==> config.mk <==
export PLATFORM = sky130hd
export DESIGN_NAME = key_debounce
export DESIGN_NICKNAME = d
export VERILOG_FILES = /design/src/rtl/key_debounce.sv
export SDC_FILE = /design/constraint.sdc
export NUM_CORES = 1
export LEC_CHECK = 0
export BUFFER_PORTS_ARGS = -buffer_cell sky130_fd_sc_hd__buf_2
export CORE_MARGIN = 2
export CORE_UTILIZATION = 41
export CTS_BUF_LIST = sky130_fd_sc_hd__clkbuf_16
export DETAILED_ROUTE_END_ITERATION = 16
export PLACE_DENSITY = 0.67
export SLEW_MARGIN = 15
export SYNTH_ARGS = -nofsm -noshare
export SYNTH_HDL_FRONTEND = slang
export SYNTH_SLANG_ARGS = --single-unit
==> constraint.sdc <==
create_clock -name clk -period 2.3 [get_ports clk]
set_input_delay 0 -clock clk [delete_from_list [all_inputs] [get_ports clk]]
set_output_delay 0 -clock clk [all_outputs]
set_load 0.01 [all_outputs]
==> src/rtl/key_debounce.sv <==
// Push-button debouncer. It synchronises an active-low key, confirms presses and releases
// with a four-state filter FSM, and emits press, release and long-hold strobes plus a press counter.
module key_debounce #(
  parameter int unsigned DEBOUNCE_CYCLES = 1_000_000,
  parameter int unsigned LONG_CYCLES     = 50_000_000
) (
  input  logic       clk,
  input  logic       rst_n,
  input  logic       key_in,
  output logic       key_level,
  output logic       press_pulse,
  output logic       release_pulse,
  output logic       long_pulse,
  output logic [7:0] press_count
);

  localparam int unsigned DB_W   = $clog2(DEBOUNCE_CYCLES) + 1;
  localparam int unsigned HOLD_W = $clog2(LONG_CYCLES) + 1;

  localparam logic [DB_W-1:0]   DB_ONE    = DB_W'(1);
  localparam logic [DB_W-1:0]   DB_LAST   = DB_W'(DEBOUNCE_CYCLES - 1);
  localparam logic [HOLD_W-1:0] HOLD_ONE  = HOLD_W'(1);
  localparam logic [HOLD_W-1:0] HOLD_MAX  = HOLD_W'(LONG_CYCLES);
  localparam logic [HOLD_W-1:0] HOLD_LAST = HOLD_W'(LONG_CYCLES - 1);

  typedef enum logic [1:0] {
    IDLE,
    PRESS_FILTER,
    PRESSED,
    RELEASE_FILTER
  } state_e;

  logic              s1_q, s2_q;
  state_e            state_q, state_d;
  logic [DB_W-1:0]   db_cnt_q, db_cnt_d;
  logic [HOLD_W-1:0] hold_q, hold_d;
  logic              level_q, level_d;
  logic              press_q, press_d;
  logic              release_q, release_d;
  logic              long_q, long_d;
  logic [7:0]        count_q, count_d;
  logic              confirm_press, confirm_release;

  // The synchroniser resets to the released level, so a key held low through reset
  // still has to pass the full filter before it counts.
  always_ff @(posedge clk) begin
    if (!rst_n) begin
      s1_q <= 1'b1;
      s2_q <= 1'b1;
    end else begin
      // NOTE: state is updated with non-blocking assignments so every flop samples pre-edge values.
      s1_q <= key_in;
      s2_q <= s1_q;
    end
  end

  always_ff @(posedge clk) begin
    if (!rst_n) state_q <= IDLE;
    else        state_q <= state_d;
  end

  // The filter confirms on the edge that would bring the counter to DEBOUNCE_CYCLES.
  always_comb begin
    // NOTE: default every combinational output first so no path infers a latch.
    state_d  = state_q;
    db_cnt_d = db_cnt_q;
    unique case (state_q)
      IDLE: begin
        db_cnt_d = '0;
        if (!s2_q) begin
          state_d  = PRESS_FILTER;
          db_cnt_d = DB_ONE;
        end
      end
      PRESS_FILTER: begin
        if (s2_q) begin
          state_d  = IDLE;
          db_cnt_d = '0;
        end else if (db_cnt_q == DB_LAST) begin
          state_d  = PRESSED;
          db_cnt_d = '0;
        end else begin
          db_cnt_d = db_cnt_q + DB_ONE;
        end
      end
      PRESSED: begin
        if (s2_q) begin
          state_d  = RELEASE_FILTER;
          db_cnt_d = DB_ONE;
        end
      end
      RELEASE_FILTER: begin
        if (!s2_q) begin
          state_d  = PRESSED;
          db_cnt_d = '0;
        end else if (db_cnt_q == DB_LAST) begin
          state_d  = IDLE;
          db_cnt_d = '0;
        end else begin
          db_cnt_d = db_cnt_q + DB_ONE;
        end
      end
      default: begin
        state_d  = IDLE;
        db_cnt_d = '0;
      end
    endcase
  end

  assign confirm_press   = (state_q == PRESS_FILTER)   && (state_d == PRESSED);
  assign confirm_release = (state_q == RELEASE_FILTER) && (state_d == IDLE);

  // A confirmed release wins over a hold that would saturate on the same edge.
  always_comb begin
    level_d   = (state_d == PRESSED) || (state_d == RELEASE_FILTER);
    press_d   = confirm_press;
    release_d = confirm_release;
    count_d   = confirm_press ? count_q + 8'd1 : count_q;
    hold_d    = '0;
    long_d    = 1'b0;
    if ((state_q == PRESSED) || (state_q == RELEASE_FILTER)) begin
      if (confirm_release) begin
        hold_d = '0;
      end else if (hold_q != HOLD_MAX) begin
        hold_d = hold_q + HOLD_ONE;
        long_d = (hold_q == HOLD_LAST);
      end else begin
        hold_d = hold_q;
      end
    end
  end

  always_ff @(posedge clk) begin
    if (!rst_n) begin
      db_cnt_q  <= '0;
      hold_q    <= '0;
      level_q   <= 1'b0;
      press_q   <= 1'b0;
      release_q <= 1'b0;
      long_q    <= 1'b0;
      count_q   <= '0;
    end else begin
      db_cnt_q  <= db_cnt_d;
      hold_q    <= hold_d;
      level_q   <= level_d;
      press_q   <= press_d;
      release_q <= release_d;
      long_q    <= long_d;
      count_q   <= count_d;
    end
  end

  assign key_level     = level_q;
  assign press_pulse   = press_q;
  assign release_pulse = release_q;
  assign long_pulse    = long_q;
  assign press_count   = count_q;

endmodule

==> flow_summary_export.csv <==
group,metric,value,unit
run_status,outcome,"finished clean",
sta,relSlewSlack,68.9,%
yosys,netlist_top_cells_count,"63 x dfxtp_1, 41 x nor2_1, 31 x nand2_1, 25 x nand3_1, 22 x a21oi_1",
placed_design,post_dp_cell_area,3300,sq um
critical_path,cpMaxStageDelayCell,"nor4_4",
yosys,synth_top_flop_cell,"dfxtp_1",
critical_path,arrival,2.16,ns
yosys,synthArstFlopShare,0,%
power,peakVddDrop,0.344,mV
critical_path,reg2reg_slack,0.39,ns
clock_network,cts_root_buffer,"clkbuf_16",
placed_design,place.gp.congestion,0.837,
clock_network,cts_setup_buffers,0,
critical_path,crit_start,"db_cnt_q[0]",
cells_and_area,nets,379,
yosys,synth_nets,360,
yosys,synth.most_common_cell,"dfxtp_1",
route,drt-initial-drc-count,94,
power,p_leak,1.35,nW
route,routed_wl,6.14,mm
global_routing,grt_max_degree,29,
yosys,synth_top_area_share,40.0,%
sta,rsz0062_at_grt,"no",
clock_network,cts_tree,"yes",
floorplan,design.core.area,7330,sq um
clock_network,cts_resized,0,
critical_path,cp_max_fo,9,
cells_and_area,area_growth,14.5,%
yosys,ys_seq_elements,63,
placed_design,io_buffers,14,
clock_network,cts-buffers-inserted,9,
route,viasPerCell,5.28,
critical_path,cpPeakStageDelay,0.50,ns
clock_network,clock_latency,0.32,ns
global_routing,grt_util_met2,24.4,%
critical_path,crit_chain,"ha_1 -> inv_1 -> nor4_4 -> and3_1 -> a31oi_1 -> a31oi_1",
yosys,synthTopCellsByArea,"dfxtp_1 40%, xor2_1 5.3%, nor2_1 4.9%",
sta,tightest_slew,0.463,ns
run,maxCapViolCount,0,
clock_network,clkTransAtPathRegs,0.05,ns
route,drt-wirelength-per-cell,12.9,um
critical_path,setup.worst_path.class,"flop to flop",
sta,min_period,1.91,ns
global_routing,grt_remaining_overflow,0,
placed_design,dpl.cell_count,457,
global_routing,grt_util_met3,5.34,%
power,power_density,663,nW/um^2
sta,finalSetupViolCount,0,
sta,hold_ws,0.417,ns
floorplan,initial_core_util,43.0,%
cells_and_area,stdcell_area,3610,sq um
hold_path,min_path_type,"flop to flop",
cells_and_area,n_antenna_cell,0,
yosys,synth_cell_types,51,
global_routing,grt_usage,15.6,%
critical_path,r2r_end,"db_cnt_q[20]",
yosys,yosysWarnings,0,
clock_network,htreeDepth,3,
critical_path,cp_num_buf_inv,1,
floorplan,ios,15,
critical_path,endpoint,"db_cnt_q[20]",
sta,tns,0,ns
yosys,synthCells,353,
yosys,synth_area,3150,sq um
sta,clock_skew,0.00702,ns
floorplan,die-height,91.7,um
critical_path,critPathTopFamily,"simple AND/OR/NAND/NOR gates",
global_routing,grt_antenna_before_repair,0,
critical_path,end_kind,"flop",
yosys,synth-edff-count,0,
yosys,seq_area_frac_synth,40.0,%
critical_path,required,2.55,ns
route,ant_nets,0,
global_routing,grt_pass1_vias,2334,
cells_and_area,layout-drive-gt1-share,13.8,%
critical_path,worstSetupStartpointType,"flop",
floorplan,die_area,8400,sq um
critical_path,crit_top_cell,"a31oi_1",
global_routing,grt_busiest_layer,"met2",
route,drc,0,
floorplan,die_w,91.7,um
yosys,synth_area_leader_cell,"dfxtp_1",
sta,period_share,83.2,%
global_routing,grt_use_met1,19.9,%
sta,max_freq,523,MHz
clock_network,clkSinkCount,63,
placed_design,place_hpwl,4.24,mm
clock_network,cts_buffer_depth,2,
sta,hold_viol_final,0,
cells_and_area,instances_no_fill,476,
critical_path,r2r_start,"db_cnt_q[0]",
route,dr.pass1.iters,4,
floorplan,rows,31,
yosys,synth.avg_cell_area,8.93,sq um
critical_path,reg2regPathDepth,6,
sta,slew_viol_final,0,
critical_path,cp.depth,6,
global_routing,grt_pass1_wl,10.6,mm
route,via_count,2514,
-- layout by cell type (no fill, tap or decap), drive strengths merged, types with 8 or more instances in the layout --
cell type	synthesis	layout
o21ai	8	8
xor2	19	19
buf	12	21
nand4	17	17
nand3	27	27
nand2	31	31
dfxtp	63	63
nor2	41	41
and3	9	9
clkbuf	4	9
a31oi	10	10
inv	9	12
xnor2	10	10
nor4	9	9
a21oi	22	22
-- state kept, by name, summed over array words and instances, names as in the netlist --
register / count
s1_q: 1
s2_q: 1
hold_q: 27
db_cnt_q: 21
release_pulse: 1
long_pulse: 1
state_q: 2
press_count: 8
press_pulse: 1
-- worst min-delay path by stage --
stage / start / endpoint / slack, ns / cells after the start
4_1_cts: s1_q / s2_q / 0.43 / 1
3_3_place_gp: key_in / s1_q / 0.19 / 2
2_1_floorplan: key_in / s1_q / 0.10 / 1
5_1_grt: s1_q / s2_q / 0.45 / 1
6_report: s1_q / s2_q / 0.42 / 1
3_5_place_dp: key_in / s1_q / 0.19 / 2
-- cell families after synthesis --
group           count (synthesis)  share of synthesized area [%]
buf+inv                        25                           4.33
compound gates                 54                           10.6
flops                          63                           40.0
fa+ha+maj                       4                           1.59
mux                             7                           2.22
simple gates                  171                           33.1
xor+xnor                       29                           8.06
-- power by group --
part	total, mW	internal (mW)	switching [mW]	leakage (nW)
registers	1.10	1.10	0.00376	0.508
logic	0.0193	0.00822	0.0111	0.693
clock network	1.28	0.819	0.456	0.147
-- area by class of cell --
cell class              instances  area (sq um)
fillers                       706          3720
multi-input cells             265          1750
flip-flops and latches         63          1260
clock buffers                   9           225
repair buffers                 24           153
well taps                      99           124
clock inverters                 7          57.6
inverters                       9          33.8
-- through the flow --
step	worst slack, ns	util (%)	total power, mW
final	0.387	49.2	2.39
after global placement	0.498	45.0	1.14
after detailed placement	0.411	45.0	1.14
after CTS	0.392	49.2	2.42
after global routing	0.216	49.2	2.47
after floorplan	0.594	-	1.13
-- routing by layer --
layer / part of all wire [%] / routed length [um] / vias to the layer above
li1: - / - / 1296
met1: 50 / 3070 / 1180
met2: 46 / 2800 / 32
met3: 3.5 / 215 / 6
met4: 0.83 / 51 / 0
met5: 0 / 0 / -
-- worst register-to-register path, stage by stage (launching register included) --
cell and delay [ns]:
dfxtp_1 0.39, ha_1 0.30, inv_1 0.15, nor4_4 0.50
and3_1 0.25, a31oi_1 0.09, a31oi_1 0.15
-- repair_timing --
action / 4_1_cts / 5_1_grt
hold buffers: 3 / 0
setup endpoints to repair: 0 / 0
hold endpoints to repair: 2 / 0
Note: power is estimated with default switching activity, not from simulation.
